==> src/rtl/pipeline_hazard_pkg.sv <==
// Shared constants and types for the pipeline hazard controller.
package pipeline_hazard_pkg;

    // EX-stage forwarding mux selects.
    localparam logic [1:0] FWD_RF  = 2'b00;
    localparam logic [1:0] FWD_WB  = 2'b01;
    localparam logic [1:0] FWD_MEM = 2'b10;

    // Stall cause reported alongside the stall outputs.
    localparam logic [1:0] CAUSE_NONE   = 2'd0;
    localparam logic [1:0] CAUSE_LOAD   = 2'd1;
    localparam logic [1:0] CAUSE_BRANCH = 2'd2;
    localparam logic [1:0] CAUSE_MC     = 2'd3;

    // Multi-cycle tracker state, derived from its down-counter.
    typedef enum logic {
        StIdle,
        StBusy
    } mc_state_e;

endpackage

==> src/rtl/pipeline_hazard_ctrl_mc_busy_tracker.sv <==
// Tracks occupancy of the multi-cycle multiply/divide unit with a down-counter.
module mc_busy_tracker
    import pipeline_hazard_pkg::*;
#(
    parameter int unsigned MC_LAT = 4
) (
    input  logic clk,
    input  logic rst,
    input  logic mc_start_e,
    output logic mc_busy
);

    localparam int unsigned CntW = $clog2(MC_LAT + 1);
    localparam logic [CntW-1:0] LatVal = CntW'(MC_LAT);
    localparam logic [CntW-1:0] CntOne = CntW'(1);

    logic [CntW-1:0] mc_cnt_q;
    logic [CntW-1:0] mc_cnt_d;
    mc_state_e       state;

    // The state is fully encoded by the counter: zero means idle.
    assign state = (mc_cnt_q != '0) ? StBusy : StIdle;

    // Next count: load latency on issue while idle, count down while busy.
    // An issue seen while busy is ignored; decode stalling keeps it from happening.
    always_comb begin
        mc_cnt_d = mc_cnt_q;
        unique case (state)
            StIdle: begin
                if (mc_start_e) begin
                    mc_cnt_d = LatVal;
                end
            end
            StBusy: begin
                mc_cnt_d = mc_cnt_q - CntOne;
            end
            default: begin
                mc_cnt_d = '0;
            end
        endcase
    end

    // Counter register; reset aborts any in-flight tracking.
    always_ff @(posedge clk or posedge rst) begin
        if (rst) begin
            mc_cnt_q <= '0;
        end else begin
            mc_cnt_q <= mc_cnt_d;
        end
    end

    assign mc_busy = (state == StBusy);

endmodule

==> src/rtl/pipeline_hazard_ctrl.sv <==
// Hazard controller for the 5-stage pipeline: forwarding selects, load-use,
// branch-in-decode and multi-cycle stalls, and a saturating stall counter.
module pipeline_hazard_ctrl
    import pipeline_hazard_pkg::*;
#(
    parameter int unsigned REG_ADDR_W = 5,
    parameter int unsigned MC_LAT     = 4,
    parameter int unsigned CNT_W      = 16
) (
    input  logic                  clk,
    input  logic                  rst,
    input  logic [REG_ADDR_W-1:0] rs_d,
    input  logic [REG_ADDR_W-1:0] rt_d,
    input  logic [REG_ADDR_W-1:0] rs_e,
    input  logic [REG_ADDR_W-1:0] rt_e,
    input  logic [REG_ADDR_W-1:0] write_reg_e,
    input  logic [REG_ADDR_W-1:0] write_reg_m,
    input  logic [REG_ADDR_W-1:0] write_reg_w,
    input  logic                  reg_write_e,
    input  logic                  reg_write_m,
    input  logic                  reg_write_w,
    input  logic                  mem_to_reg_e,
    input  logic                  mem_to_reg_m,
    input  logic                  branch_d,
    input  logic                  mc_start_e,
    input  logic                  mc_use_d,
    input  logic                  cnt_clr,
    output logic                  stall_f,
    output logic                  stall_d,
    output logic                  flush_e,
    output logic [1:0]            forward_ae,
    output logic [1:0]            forward_be,
    output logic                  forward_ad,
    output logic                  forward_bd,
    output logic [1:0]            stall_cause,
    output logic                  mc_busy,
    output logic [CNT_W-1:0]      stall_count
);

    localparam logic [CNT_W-1:0] CntMax = '1;
    localparam logic [CNT_W-1:0] CntOne = CNT_W'(1);

    logic lw_stall;
    logic br_stall;
    logic mc_stall;
    logic stall;

    logic [CNT_W-1:0] stall_count_q;
    logic [CNT_W-1:0] stall_count_d;

    mc_busy_tracker #(
        .MC_LAT (MC_LAT)
    ) u_mc_busy_tracker (
        .clk        (clk),
        .rst        (rst),
        .mc_start_e (mc_start_e),
        .mc_busy    (mc_busy)
    );

    // EX operand forwarding; MEM is younger than WB so it takes priority.
    always_comb begin
        forward_ae = FWD_RF;
        if (rs_e != '0 && reg_write_m && write_reg_m == rs_e) begin
            forward_ae = FWD_MEM;
        end else if (rs_e != '0 && reg_write_w && write_reg_w == rs_e) begin
            forward_ae = FWD_WB;
        end
        forward_be = FWD_RF;
        if (rt_e != '0 && reg_write_m && write_reg_m == rt_e) begin
            forward_be = FWD_MEM;
        end else if (rt_e != '0 && reg_write_w && write_reg_w == rt_e) begin
            forward_be = FWD_WB;
        end
    end

    // Decode-stage branch comparator can only bypass from MEM.
    assign forward_ad = (rs_d != '0) && reg_write_m && (write_reg_m == rs_d);
    assign forward_bd = (rt_d != '0) && reg_write_m && (write_reg_m == rt_d);

    // Hazard detection. A branch needs its operands in decode, so it must wait
    // for an ALU result still in EX or a load result still in MEM.
    always_comb begin
        lw_stall = mem_to_reg_e && (write_reg_e != '0) &&
                   ((write_reg_e == rs_d) || (write_reg_e == rt_d));
        br_stall = branch_d &&
                   (((rs_d != '0) &&
                     ((reg_write_e && write_reg_e == rs_d) ||
                      (mem_to_reg_m && write_reg_m == rs_d))) ||
                    ((rt_d != '0) &&
                     ((reg_write_e && write_reg_e == rt_d) ||
                      (mem_to_reg_m && write_reg_m == rt_d))));
        mc_stall = mc_busy && mc_use_d;
        stall    = lw_stall | br_stall | mc_stall;
    end

    assign stall_f = stall;
    assign stall_d = stall;
    assign flush_e = stall;

    // Report a single cause: multi-cycle over load-use over branch.
    always_comb begin
        stall_cause = CAUSE_NONE;
        if (mc_stall) begin
            stall_cause = CAUSE_MC;
        end else if (lw_stall) begin
            stall_cause = CAUSE_LOAD;
        end else if (br_stall) begin
            stall_cause = CAUSE_BRANCH;
        end
    end

    // Stall counter next value: clear wins, otherwise saturating increment.
    always_comb begin
        stall_count_d = stall_count_q;
        if (cnt_clr) begin
            stall_count_d = '0;
        end else if (stall && stall_count_q != CntMax) begin
            stall_count_d = stall_count_q + CntOne;
        end
    end

    // Stall counter register.
    always_ff @(posedge clk or posedge rst) begin
        if (rst) begin
            stall_count_q <= '0;
        end else begin
            stall_count_q <= stall_count_d;
        end
    end

    assign stall_count = stall_count_q;

endmodule

==> config.mk <==
export PLATFORM = sky130hd
export DESIGN_NAME = pipeline_hazard_ctrl
export DESIGN_NICKNAME = d
export VERILOG_FILES = /design/src/rtl/pipeline_hazard_pkg.sv /design/src/rtl/pipeline_hazard_ctrl_mc_busy_tracker.sv /design/src/rtl/pipeline_hazard_ctrl.sv
export SDC_FILE = /design/constraint.sdc
export NUM_CORES = 1
export LEC_CHECK = 0
export ABC_AREA = 0
export BUFFER_PORTS_ARGS = -buffer_cell sky130_fd_sc_hd__buf_4
export CAP_MARGIN = 20
export CORE_ASPECT_RATIO = 0.75
export CORE_MARGIN = 3
export CORE_UTILIZATION = 34
export CTS_CLUSTER_DIAMETER = 150
export CTS_CLUSTER_SIZE = 12
export DETAILED_ROUTE_END_ITERATION = 8
export GPL_ROUTABILITY_DRIVEN = 0
export HOLD_SLACK_MARGIN = 0.1
export SLEW_MARGIN = 20
export SYNTH_ARGS = -nofsm -noshare
export SYNTH_HDL_FRONTEND = slang
export SYNTH_HIERARCHICAL = 1
export SYNTH_SLANG_ARGS = --single-unit
==> constraint.sdc <==
create_clock -name clk -period 2.4 [get_ports clk]
set_input_delay 0.36 -clock clk [delete_from_list [all_inputs] [get_ports clk]]
set_output_delay 0.36 -clock clk [all_outputs]
set_load 0.005 [all_outputs]
==> results.cfg <==
[sta]
slew_headroom = 0.566
worst_slew_pin_slew_ps = 650
min_period_ps = 2340
hold_viol = 0
setup_slack_ps = 58.4
hold_ws_ps = 432
setup_viol = 0
slew_violations = 0
timing.fmax_mhz = 427
period_share = 0.976
skew_ps = 7.38

[pwr]
power_uw = 1130
p_leak_uw = 0.00112
power.density_nw_per_um2 = 447
ir_drop_v = 0.000184

[synthesis]
yosys_warnings = 6
synth_seq_cells = 19
ys_types = 43
yosys.area.top_type = dfrtp_1
avgSynthCellArea_um2 = 8.42
synth_edf_count = 0
netlist.area_leader.share = 0.272
ys.flop_type = dfrtp_1
synth-seq-area-share = 0.272
synth.area.top_cells = dfrtp_1, xnor2_1, xor2_1, nor2_1, nand4_1
syn_inst = 208
syn-num-nets = 256
netlist_area_um2 = 1750
async_flop_share = 1.00

[cells_and_area]
layout_common_cells = buf_4, xnor2_1, nor2_1, xor2_1, dfrtp_1
diodes = 0
final_common_cell = buf_4
drive_gt1_frac = 0.399
final_cell_area_um2 = 2530
nets = 345
layout-area-overhead-vs-synth_pct = 44.4
fillers = 458

[clocking]
cts_root_buf = clkbuf_8
clock_latency_ps = 260
clk_path_buf_depth = 2
cts-htree-levels = 1
cts.sinks = 19
cts.clk_slew.worst_paths_ps = 80
cts_buffers = 3
tritoncts = built

[detailed_routing]
drt_wl_total_um = 5060
vias = 1792
drc = 0
firstDrtPassIters = 4
vias_per_cell = 5.08
drt_iter0_drc = 66
drtAntennaViolNets = 0
routedWlPerCell_um = 14.3

[worst_setup_path]
cp-start-kind = input port
required_ps = 2040
crit_fanout = 7
cp.arrival_ps = 1980
endpoint_kind = primary output
r2r_setup_slack_ps = 160
path_class = input port to primary output

[job]
max_cap_viol_count = 0

[placed_design]
port_buffers = 73
dpl_cell_area_um2 = 2420
hpwl_um = 4140
place_ws_ps = -34.4

[outcome]
run_status = finished clean

[worst_hold_path]
min_path_type = input port to flip-flop

[floorplan]
initial_core_util = 0.372
die-area_um2 = 6050
die_w_um = 88.9
num_rows = 21
die_h_um = 68.1
core_um2 = 4700
ios = 74

[global_routing]
grt_max_degree = 24
grt_pass1_wl_um = 7730
antenna_found_initial = 0
grt_util_all_layers = 0.165
overflow = 0
first_global_vias = 1607
-- stage by stage --
step	util	instances	setup TNS (ps)
final	0.537	353	0
after global placement	0.514	342	-0.882
after global routing	0.537	353	-61.3
after floorplan	-	208	0
after detailed placement	0.514	342	-122
after CTS	0.526	347	0
-- kinds of logic after synthesis --
family | share of synthesized area
compound gates | 0.105
xor+xnor | 0.200
fa+ha+maj | 0.0143
buf+inv | 0.0465
flops | 0.272
mux | 0.0407
simple gates | 0.322
-- report_power, final --
part / switching [uW] / leakage [uW] / internal (uW)
clock network: 108 / 0.0000255 / 115
registers: 34.4 / 0.000257 / 358
logic: 237 / 0.000842 / 277
total: 379 / 0.00112 / 751
-- repair_timing --
item,in CTS,in global routing
gates resized for setup,0,4
hold buffers,1,0
hold endpoints to repair,3,0
setup buffers,0,6
pin swaps,1,2
endpoints found under the setup margin,3,3
-- worst max-delay path: stages --
cell	delay, ps
buf_4	130
or4_4	540
o21ai_2	180
o21ai_2	100
a311oi_4	380
inv_2	130
buf_4	160
-- cells in the mapped netlist, types with 2 or more instances --
cell type   n
buf_2       2
nor3_1      8
nand2b_1    3
or4_1       3
o21ai_1     2
dfrtp_1    19
and2_1      2
nand4_1    11
inv_1       7
ha_1        2
nor2b_1     4
o21ai_2     3
or3_1       7
mux2_4      4
a21oi_1     9
nor3b_2     2
nand2_1    14
buf_4       2
xor2_1     18
o21ai_0     9
nor4_1      4
clkbuf_1    4
nand4b_1    2
nor3b_1     2
nor2_1     19
xnor2_1    22
nand3_1     7
nor3_2      2
-- sequential cells by signal, indices dropped and copies added, names as in the netlist --
| signal | flops |
|---|---|
| stall_count | 16 |
| u_mc_busy_tracker/mc_cnt_q | 3 |
-- final cells by class --
type	count	area, um^2	area share
inverters	8	30.0	0.0119
repair buffers	93	701	0.277
clock inverters	1	5.00	0.00198
well taps	57	71.3	0.0282
multi-input cells	172	1200	0.476
clock buffers	3	41.3	0.0163
flip-flops and latches	19	477	0.189
-- metal layers --
metal  track usage  wire length (um)
met3        0.0349               299
met4        0.0226                27
met5             0                 0
met2         0.227              1980
met1         0.263              2750
-- path summary, 6_finish.rpt --
kind	end	cells past startpoint	startpoint
hold reg to reg	u_mc_busy_tracker/mc_cnt_q[1]	2	u_mc_busy_tracker/mc_cnt_q[1]
hold / removal	u_mc_busy_tracker/mc_cnt_q[2]	3	mc_start_e
setup / recovery	stall_d	7	write_reg_e[1]
max in group asynchronous	stall_count[2]	3	rst
min in group asynchronous	u_mc_busy_tracker/mc_cnt_q[0]	3	rst
setup reg to reg	stall_count[9]	11	u_mc_busy_tracker/mc_cnt_q[0]
Power figures use the tool's default switching activity.
